===== config.mk =====
export PLATFORM = sky130hd
export DESIGN_NAME = sun_tracker
export DESIGN_NICKNAME = d
export VERILOG_FILES = /design/src/rtl/sun_tracker.sv
export SDC_FILE = /design/constraint.sdc
export NUM_CORES = 1
export LEC_CHECK = 0
export BUFFER_PORTS_ARGS = -buffer_cell sky130_fd_sc_hd__buf_2
export CORE_MARGIN = 1.5
export CORE_UTILIZATION = 31
export DETAILED_ROUTE_END_ITERATION = 10
export SETUP_SLACK_MARGIN = 0.15
export SLEW_MARGIN = 20
export SYNTH_ARGS = -nofsm -noshare
export SYNTH_HDL_FRONTEND = slang
export SYNTH_SLANG_ARGS = --single-unit
export TNS_END_PERCENT = 50

===== constraint.sdc =====
create_clock -name clk -period 8.5 [get_ports clk]
set_clock_uncertainty 0.2 [all_clocks]
set_input_delay 0.85 -clock clk [delete_from_list [all_inputs] [get_ports clk]]
set_output_delay 0.85 -clock clk [all_outputs]
set_load 0.02 [all_outputs]

===== src/rtl/sun_tracker.sv =====
// sun_tracker: two-axis lux-balancing tracker that issues rate-limited stepper pulses with soft travel limits
module sun_tracker #(
  parameter logic [15:0] DEADBAND = 16'd64,
  parameter int STEP_DIV = 50000,
  parameter int SETTLE_CYCLES = 1000000,
  parameter logic [11:0] POS_MAX = 12'd2000
) (
  input  logic        clk,
  input  logic        rst,
  input  logic        enable,
  input  logic [15:0] n_lux,
  input  logic [15:0] e_lux,
  input  logic [15:0] s_lux,
  input  logic [15:0] w_lux,
  output logic        az_step,
  output logic        az_dir,
  output logic        el_step,
  output logic        el_dir,
  output logic [11:0] az_pos,
  output logic [11:0] el_pos,
  output logic        az_limit,
  output logic        el_limit,
  output logic        busy
);
  typedef enum logic [2:0] {IDLE, EVAL, STEP_AZ, STEP_EL, SETTLE} state_t;
  localparam logic [31:0] STEP_LAST = 32'(STEP_DIV - 1);
  localparam logic [31:0] STEP_PRE = 32'(STEP_DIV - 2);
  localparam logic [31:0] SETTLE_LAST = 32'(SETTLE_CYCLES - 1);
  localparam logic [11:0] HOME = POS_MAX >> 1;
  state_t state_q, state_d;
  logic [31:0] cnt_q, cnt_d;
  logic az_step_q, az_step_d, el_step_q, el_step_d, az_dir_q, az_dir_d, el_dir_q, el_dir_d;
  logic az_limit_q, az_limit_d, el_limit_q, el_limit_d, busy_q, busy_d;
  logic [11:0] az_pos_q, az_pos_d, el_pos_q, el_pos_d;
  logic [16:0] d_ew, d_ns;
  logic [15:0] ew_mag, ns_mag;
  logic az_want, el_want, az_east, el_north, az_blk, el_blk, az_go, el_go;
  assign d_ew = {1'b0, e_lux} - {1'b0, w_lux};
  assign d_ns = {1'b0, n_lux} - {1'b0, s_lux};
  assign ew_mag = d_ew[16] ? 16'(~d_ew + 17'd1) : d_ew[15:0];
  assign ns_mag = d_ns[16] ? 16'(~d_ns + 17'd1) : d_ns[15:0];
  assign az_want = ew_mag > DEADBAND;
  assign el_want = ns_mag > DEADBAND;
  assign az_east = ~d_ew[16];
  assign el_north = ~d_ns[16];
  assign az_blk = az_east ? az_pos_q == POS_MAX : az_pos_q == 12'd0;
  assign el_blk = el_north ? el_pos_q == POS_MAX : el_pos_q == 12'd0;
  assign az_go = az_want & ~az_blk;
  assign el_go = el_want & ~el_blk;
  always_comb begin
    state_d = state_q;
    cnt_d = cnt_q + 32'd1;
    az_step_d = 1'b0;
    el_step_d = 1'b0;
    az_dir_d = az_dir_q;
    el_dir_d = el_dir_q;
    az_pos_d = az_pos_q;
    el_pos_d = el_pos_q;
    az_limit_d = az_limit_q;
    el_limit_d = el_limit_q;
    case (state_q)
      IDLE: begin
        cnt_d = 32'd0;
        if (enable) state_d = EVAL;
      end
      EVAL: begin
        cnt_d = 32'd0;
        if (!enable) state_d = IDLE;
        else begin
          az_limit_d = az_want & az_blk;
          el_limit_d = el_want & el_blk;
          state_d = az_go ? STEP_AZ : el_go ? STEP_EL : SETTLE;
          if (az_go) az_dir_d = az_east;
          else if (el_go) el_dir_d = el_north;
        end
      end
      STEP_AZ: begin
        // pulse is registered one cycle early so it lands in the final step cycle
        az_step_d = cnt_q == STEP_PRE;
        if (cnt_q == STEP_LAST) begin
          cnt_d = 32'd0;
          state_d = SETTLE;
          az_pos_d = az_dir_q ? az_pos_q + 12'd1 : az_pos_q - 12'd1;
        end
      end
      STEP_EL: begin
        el_step_d = cnt_q == STEP_PRE;
        if (cnt_q == STEP_LAST) begin
          cnt_d = 32'd0;
          state_d = SETTLE;
          el_pos_d = el_dir_q ? el_pos_q + 12'd1 : el_pos_q - 12'd1;
        end
      end
      SETTLE: begin
        if (cnt_q == SETTLE_LAST) begin
          cnt_d = 32'd0;
          state_d = EVAL;
        end
      end
      default: state_d = IDLE;
    endcase
    busy_d = state_d != IDLE;
  end
  always_ff @(posedge clk) begin
    if (rst) begin
      state_q <= IDLE;
      cnt_q <= 32'd0;
      az_step_q <= 1'b0;
      el_step_q <= 1'b0;
      az_dir_q <= 1'b0;
      el_dir_q <= 1'b0;
      az_pos_q <= HOME;
      el_pos_q <= HOME;
      az_limit_q <= 1'b0;
      el_limit_q <= 1'b0;
      busy_q <= 1'b0;
    end else begin
      state_q <= state_d;
      cnt_q <= cnt_d;
      az_step_q <= az_step_d;
      el_step_q <= el_step_d;
      az_dir_q <= az_dir_d;
      el_dir_q <= el_dir_d;
      az_pos_q <= az_pos_d;
      el_pos_q <= el_pos_d;
      az_limit_q <= az_limit_d;
      el_limit_q <= el_limit_d;
      busy_q <= busy_d;
    end
  end
  assign az_step = az_step_q;
  assign el_step = el_step_q;
  assign az_dir = az_dir_q;
  assign el_dir = el_dir_q;
  assign az_pos = az_pos_q;
  assign el_pos = el_pos_q;
  assign az_limit = az_limit_q;
  assign el_limit = el_limit_q;
  assign busy = busy_q;
endmodule


=== Word level (Yosys, flattened, before mapping) ===
Index checks and enable logic that the tools add are counted.

* Input port bits: 67
* Word-level logic and storage cells: 73
* Register bits after elaboration: 66
* Output and inout port bits: 31

* Equality and inequality tests: 9
* $lt $le $gt $ge: 2
* Bitwise logic cells: 13
* Reductions and logical operators: 13
* Muxes and demuxes: 16
* $add $sub $neg: 9

{| class="wikitable"
|+ Operators with widths
! cell !! number
|-
| $pmux 32 s3 || 1
|-
| $eq 32x16->1 const B || 2
|-
| $mux 32 || 2
|-
| $sub 16x16->17 || 2
|-
| $add 16x1->16 const B || 2
|-
| $add 32x1->32 const B || 1
|-
| $eq 32x20->1 const B || 1
|-
| $gt 16x7->1 const B || 2
|-
| $mux 16 || 2
|-
| $not 16->16 || 2
|-
| $add 12x1->12 const B || 2
|-
| $eq 12x11->1 const B || 2
|-
| $logic_not 12->1 || 2
|-
| $mux 12 || 2
|-
| $sub 12x1->12 const B || 2
|-
| $mux 3 || 6
|-
| $pmux 3 s4 || 1
|-
| $reduce_or 2->1 || 4
|-
| $not 1->1 || 7
|-
| $eq 3x2->1 const B || 2
|-
| $reduce_and 2->1 || 3
|-
| $and 1x1->1 || 4
|-
| $reduce_and 4->1 || 1
|-
| $eq 3x1->1 const B || 1
|-
| other kinds (5) || 6
|}

=== Depth between registers and ports, before layout ===
Gate-level depths: netlist (run 1).

* Depth in word-level cells: 11
* Gate-level depth with buffers: 15
* Mapped depth without buffers: 14

=== Least setup slack after synthesis (run 1) ===
Ideal clock, no wire load.

* Path type: in2reg
* Start point: in e_lux[0]
* End point: reg el_dir_q, in the netlist el_dir
* Stages: 14
* Buffers on the path: 0
* Slack: 4.675 ns
* Data required time: 8.228 ns
* Data arrival time: 3.553 ns
* Setup time: 0.072 ns
* Cells stage by stage: inv_1 ha_1 inv_1 fa_1 a211oi_2 o211ai_2 a311o_1 a22oi_1 o2111ai_1 o31ai_2 nor4b_1 o21a_1 o2111ai_1 mux2i_1

* Longest elaborated chain between the ends: 8
* Elaborated cells on any way between the ends: 10
* Classes of those cells: 2 x add/sub; 1 x order compare; 2 x mux; 4 x bitwise; 1 x reduce/logical

{| class="wikitable"
|+ RTL lines
! what !! line !! RTL
|-
| from (decl) || 12 || <nowiki>input logic [15:0] e_lux,</nowiki>
|-
| $sub 16x16->17 (*) || 38 || <nowiki>assign d_ew = {1'b0, e_lux} - {1'b0, w_lux};</nowiki>
|-
| $not 16->16 || 40 || <nowiki>assign ew_mag = d_ew[16] ? 16'(~d_ew + 17'd1) : d_ew[15:0];</nowiki>
|-
| $add 16x1->16 || 40 ||
|-
| $mux 16 || 40 ||
|-
| $gt 16x7->1 || 42 || <nowiki>assign az_want = ew_mag > DEADBAND;</nowiki>
|-
| $and 1x1->1 (*) || 48 || <nowiki>assign az_go = az_want & ~az_blk;</nowiki>
|-
| $not 1->1 (no source line) (*) || -- ||
|-
| $reduce_and 4->1 (no source line) (*) || -- ||
|-
| to (signal assigned) || 123 || <nowiki>el_dir_q <= el_dir_d;</nowiki>
|-
| to (decl) || 32 || <nowiki>logic az_step_q, az_step_d, el_step_q, el_step_d, az_dir_q, az_dir_d, el_dir_q, el_dir_d;</nowiki>
|}

Mark *: on every way between the ends. The rest lies on a longest branch, timed or not.
A chain may end at the register's enable or synchronous reset.

=== Worst setup path after layout (run 1) ===
Ends and elaborated chain as after synthesis.

==> flow_metrics.py, run 1 <==
metrics = {
    "cts": {
        "worst_skew_pair.late_latency_ns": 0.33,
        "clock_sinks": 66,
        "ctsResizeCount": 0,
        "numCtsBuffers": 9,
        "htree_num_levels": 3,
        "hold_buffers": 0,
        "clk_pin_slew_ns": 0.05,
        "cts_root_buf": "clkbuf_16",
        "cts_buffer_depth": 2,
        "post_cts_buffers": 0,
        "cts_tree": "done",
    },
    "yosys": {
        "avgSynthCellArea_um2": 7.82,
        "synthArstFlopShare_pct": 0,
        "synth_top_cell_by_area": "dfxtp_1",
        "synthTopCellsByCount": "94 x nor2_1, 66 x dfxtp_1, 60 x inv_1",
        "synth_top_area_share_pct": 22.3,
        "synth_fp_nets": 884,
        "yosys_most_used_dff": "dfxtp_1",
        "synth.most_common_cell": "nor2_1",
        "yosysSeqAreaShare_pct": 22.3,
        "ys_types": 86,
        "synthesis.area_um2": 5940,
        "synth_edf_count": 0,
        "synthCells": 759,
        "synthTopCellsByArea": "dfxtp_1 22%, ha_1 11%, nor2_1 5.9%",
        "ys_seq_elements": 66,
        "yosys_warnings": 0,
    },
    "setup_path": {
        "cp.arrival_ns": 3.98,
        "critical_path_buf_inv_count": 3,
        "criticalPathCategory": "in2reg",
        "cp_cell_sequence": "buf_2 > inv_1 > ha_1 > inv_1 > fa_1 > a211oi_2 > o211ai_2 > a311o_1 > a22oi_1 > o2111ai_1 > o31ai_2 > nor4b_1 > o21a_1 > o2111ai_1 > mux2i_1",
        "end_kind": "register",
        "crit_path_top_delay_cell": "fa_1",
        "path_max_fanout": 6,
        "cpPeakStageDelay_ns": 0.44,
        "crit_required_ns": 8.55,
        "crit_family": "compound AO/OA/AOI/OAI gates",
        "crit_path_start_kind": "primary input",
    },
    "placement": {
        "placed_area_um2": 6590,
        "port_buffers": 97,
        "place_congestion": 0.816,
        "dp_hpwl_um": 11100,
    },
    "route": {
        "dr.pass1.iters": 4,
        "routedWlPerCell_um": 13.2,
        "drt_iter0_drc": 273,
        "avgViaCountPerCell": 5.19,
        "ant_nets": 0,
        "drc_errors": 0,
        "vias": 5623,
        "drt_wl_total_um": 14300,
    },
    "die": {
        "dieArea_um2": 20000,
        "ios": 98,
        "start_util_pct": 31.6,
        "floorplan.core_area_um2": 18800,
        "fp.dieW_um": 141,
        "placementRows": 50,
        "fp.dieH_um": 141,
    },
    "pwr": {
        "p_leak_uw": 0.00286,
        "pwr_density_cell_nw_per_um2": 132,
        "ir_drop_mv": 0.0979,
    },
    "timing": {
        "rsz0062_at_grt": "false",
        "period_needed_ns": 3.92,
        "report.final.setup_viol": 0,
        "worst_pin_slew_ns": 1.03,
        "slew_viol_final": 0,
        "finalHoldWorstSlack_ns": 0.250,
        "relSlewSlack_pct": 31.6,
        "setup_tns_ns": 0,
        "max_freq_ghz": 0.255,
        "finalHoldViolCount": 0,
        "fin_crit_sh_pct": 46.2,
    },
    "finish": {
        "num_antenna_cells": 0,
        "final_cell_area_um2": 6890,
        "syn_to_final_growth_pct": 16.1,
        "fin_nets": 971,
        "drive_above_1_share_pct": 16.6,
        "register_area_um2": 1320,
        "nFillCells": 1990,
        "multi_input_area_um2": 4260,
        "utilization_pct": 36.7,
    },
    "global_routing": {
        "grt_start_max_net_pins": 37,
        "grt_first_pass_wirelength_um": 23500,
        "grt_usage_pct": 14.0,
        "grt_antenna_before_repair": 0,
        "grt-ovfl-total": 0,
        "grt_pass1_vias": 5041,
    },
    "worst_hold_path": {
        "hp-class": "reg2reg",
    },
    "flow_run": {
        "cap_violations": 0,
    },
    "status": {
        "status": "finished, final reports clean",
    },
}
-- sequential cells by signal, summed over array words and instances, names as in the netlist, 3 cells and up --
name     flops
state_q      3
az_pos      12
cnt_q       32
el_pos      12
-- cells in the final DEF (no fill, tap or decap), drive strengths merged, types with 15 or more instances in the layout --
| master | Yosys | routed |
|---|---|---|
| nor3 | 15 | 15 |
| inv | 60 | 60 |
| buf | 10 | 97 |
| xor2 | 27 | 27 |
| nor2 | 94 | 94 |
| dfxtp | 66 | 66 |
| ha | 54 | 54 |
| o21ai | 30 | 30 |
| nand2 | 48 | 48 |
| nand3 | 28 | 28 |
| xnor2 | 35 | 35 |
| a21oi | 56 | 56 |
-- metal layers --
layer	wire [µm]	global-route usage [%]	vias up
met2	6320	22.8	93
met5	0	0	-
met3	514	2.29	9
met4	104	2.98	0
met1	7410	19.5	2597
li1	-	-	2924
-- worst min-delay path, delay by kind of cell, from the launching register on --
| family | cells | cell delay (ns) |
|---|---|---|
| AND/OR/NAND/NOR | 1 | 0.05 |
| flip-flops | 1 | 0.30 |
| AO/OA/AOI/OAI | 1 | 0.05 |
-- cells by family (layout without fill, tap and decap cells) --
family | Yosys count | count (layout) | synth area share [%]
compound gates | 194 | 194 | 23.3
xor+xnor | 62 | 62 | 9.15
fa+ha+maj | 59 | 59 | 12.9
buf+inv | 81 | 172 | 5.94
flops | 66 | 66 | 22.3
mux | 6 | 6 | 1.01
simple gates | 291 | 291 | 25.4
-- power by group --
part           switching [µW]  internal (µW)
clock network             128            249
logic                     128           94.4
registers                1.99            311
-- per-stage QoR --
step / power (µW) / setup WS, ns / cells
after floorplan: 492 / 4.67 / 759
after CTS: 923 / 4.61 / 1084
after global placement: 539 / 4.39 / 1069
after global routing: 961 / 4.31 / 1084
final: 912 / 4.58 / 1084
after detailed placement: 540 / 4.28 / 1069
-- area by class of cell --
| class | count | area share (%) |
|---|---|---|
| repair buffers | 97 | 7.04 |
| multi-input cells | 612 | 61.8 |
| well taps | 234 | 4.25 |
| clock inverters | 2 | 0.508 |
| flip-flops and latches | 66 | 19.2 |
| clock buffers | 13 | 3.92 |
| inverters | 60 | 3.27 |
-- path summary, 6_finish.rpt --
check,startpoint,end,slack (ns),depth (start not counted)
worst max-delay path,e_lux[0],el_dir$_SDFFE_PP0P_,4.58,15
worst max register to register,cnt_q[28]$_SDFF_PP0_,az_pos[11]$_SDFFE_PP0P_,5.06,9
worst min register to register,el_limit$_SDFFE_PP0P_,el_limit$_SDFFE_PP0P_,0.25,2
worst min-delay path,el_limit$_SDFFE_PP0P_,el_limit$_SDFFE_PP0P_,0.25,2
Power figures use the tool's default switching activity.
==> run 2, diff against run 1 <==
==> constraint.sdc (replaced) <==
create_clock -name clk -period 3.5 [get_ports clk]
set_clock_uncertainty 0.2 [all_clocks]
set_input_delay 0.35 -clock clk [delete_from_list [all_inputs] [get_ports clk]]
set_output_delay 0.35 -clock clk [all_outputs]
set_load 0.02 [all_outputs]
==> run 2 against run 1 <==
Against the previous run: total power grew 140%; highest routed layer unchanged; combinational power grew to 2.6 times the previous value; register-to-register slack lost 4.6 ns; sequential cell count is the same; critical path depth shrank 2; sequential power grew 140%; routed wire length grew 1.2%; utilization grew 1.2 points; global-route usage grew 0.61 points; first-iteration DRC count shrank 25%; non-clock buffer count grew 29.
==> flow_metrics.py, run 2 (synthesis gave the netlist of run 1 again) <==
metrics = {
    "status": {
        "status": "finished, final reports clean",
    },
    "setup_path": {
        "cpPeakStageDelay_ns": 0.59,
        "cp.arrival_ns": 3.28,
        "reg2reg_depth": 12,
        "timing.rr.start": "el_dir$_SDFFE_PP0P_",
        "crit_path_start_kind": "primary input",
        "startpoint": "w_lux[1]",
        "cp_cell_sequence": "buf_2 > inv_1 > ha_1 > nor2b_1 > o2111a_2 > o21a_1 > a2111oi_0 > o2111ai_2 > o31ai_2 > and4b_1 > o21a_1 > o2111ai_2 > mux2i_1",
        "crit_required_ns": 3.52,
        "r2r-end": "el_pos[10]$_SDFFE_PP0P_",
        "path_max_fanout": 5,
        "endpoint": "el_dir$_SDFFE_PP0P_",
        "criticalPathCategory": "in2reg",
        "end_kind": "register",
        "crit_path_top_delay_cell": "a2111oi_0",
        "r2r_setup_slack_ns": 0.43,
    },
    "timing": {
        "period_needed_ns": 3.27,
        "max_freq_ghz": 0.306,
        "finalHoldWorstSlack_ns": 0.257,
        "report.final.setup_viol": 0,
        "finalHoldViolCount": 0,
        "rsz0062_at_grt": "true",
        "fin_crit_sh_pct": 93.3,
        "worst_pin_slew_ns": 1.02,
        "relSlewSlack_pct": 31.5,
        "setup_tns_ns": 0,
        "slew_viol_final": 0,
    },
    "die": {
        "fp.dieW_um": 141,
        "start_util_pct": 31.6,
        "placementRows": 50,
        "fp.dieH_um": 141,
        "floorplan.core_area_um2": 18800,
        "dieArea_um2": 20000,
        "ios": 98,
    },
    "global_routing": {
        "grt_pass1_vias": 5364,
        "use_met1_pct": 20.6,
        "grt_usage_pct": 14.6,
        "top_usage_layer": "met2",
        "grt-ovfl-total": 0,
        "grt_use_met2_pct": 23.0,
        "grt_start_max_net_pins": 37,
        "grt_antenna_before_repair": 0,
        "grtUsageMet3_pct": 2.60,
        "grt_first_pass_wirelength_um": 24500,
    },
    "placement": {
        "placed_cells": 1096,
        "place_congestion": 0.816,
        "port_buffers": 97,
        "dp_hpwl_um": 11400,
    },
    "finish": {
        "drive_above_1_share_pct": 20.1,
        "num_antenna_cells": 0,
        "multi_input_area_um2": 4310,
        "fin_nets": 1000,
        "syn_to_final_growth_pct": 19.8,
        "stdcell_count": 1114,
        "final_cell_mix": "97 x buf_2, 94 x nor2_1, 66 x dfxtp_1",
        "largest-register": "cnt_q",
        "layout_commonest_cell": "buf_2",
        "largest_register_ffs": 32,
        "register_area_um2": 1320,
        "nFillCells": 2004,
        "utilization_pct": 37.9,
    },
    "route": {
        "drc_errors": 0,
        "drt_iter0_drc": 205,
        "dr.pass1.iters": 5,
        "ant_nets": 0,
        "vias": 5706,
        "avgViaCountPerCell": 5.12,
        "drt_wl_total_um": 14500,
        "routedWlPerCell_um": 13.0,
    },
    "pwr": {
        "ir_drop_mv": 0.227,
        "p_leak_uw": 0.00298,
        "pwr_density_cell_nw_per_um2": 303,
    },
    "cts": {
        "cts_buffer_depth": 2,
        "clk_pin_slew_ns": 0.06,
        "worst_skew_pair.late_latency_ns": 0.33,
        "cts_root_buf": "clkbuf_16",
        "htree_num_levels": 3,
        "clock_sinks": 66,
        "cts_tree": "done",
        "numCtsBuffers": 9,
    },
    "worst_hold_path": {
        "hp-class": "reg2reg",
    },
    "flow_run": {
        "cap_violations": 0,
    },
}
-- run 2: per-layer routing --
metal | vias to the layer above | wire length [µm] | part of all wire (%)
met5 | - | 0 | 0
met4 | 0 | 176 | 1.2
li1 | 2995 | - | -
met1 | 2594 | 7550 | 52
met2 | 106 | 6260 | 43
met3 | 11 | 528 | 3.6
-- run 2: critical path, delay by kind of cell --
family	cells	cell delay, ns
compound gates	7	1.91
buf+inv	2	0.19
fa+ha+maj	1	0.23
simple gates	2	0.42
mux	1	0.17
-- run 2: timing repair --
action | CTS | global route
gates resized for setup | 0 | 10
hold buffers | 0 | 0
setup buffers | 0 | 2
endpoints found under the setup margin | 0 | 6
-- run 2: worst min path at each step --
stage                                 end                  start  depth (start not counted)
floorplan             cnt_q[0]$_SDFF_PP0_    cnt_q[0]$_SDFF_PP0_                          1
global placement    el_limit$_SDFFE_PP0P_  el_limit$_SDFFE_PP0P_                          2
detailed placement  az_limit$_SDFFE_PP0P_  az_limit$_SDFFE_PP0P_                          2
CTS                 el_limit$_SDFFE_PP0P_  el_limit$_SDFFE_PP0P_                          2
global route        el_limit$_SDFFE_PP0P_  el_limit$_SDFFE_PP0P_                          2
finish              az_limit$_SDFFE_PP0P_  az_limit$_SDFFE_PP0P_                          2
-- run 2: cell type report --
cell class / instances / area share [%]
clock buffer: 13 / 3.52
inverter: 60 / 3.17
clock inverter: 3 / 0.211
tap: 234 / 4.12
multi-input combinational: 612 / 60.5
sequential: 66 / 18.6
timing repair buffer: 126 / 9.88
-- run 2: power by group --
group	switching (µW)	total [µW]	internal, µW	leakage, µW
sequential	3.56	759	756	0.000533
combinational	324	587	263	0.00231
clock	316	811	495	0.000133
-- run 2: metrics by stage --
stage | worst slack, ns | power (µW) | instance area, µm²
after floorplan | 0.175 | 1190 | 5940
after global placement | -0.0594 | 1340 | 6790
after detailed placement | -0.0870 | 1340 | 6790
after CTS | 0.220 | 2180 | 7060
after global routing | 0.0894 | 2290 | 7110
final | 0.234 | 2160 | 7110
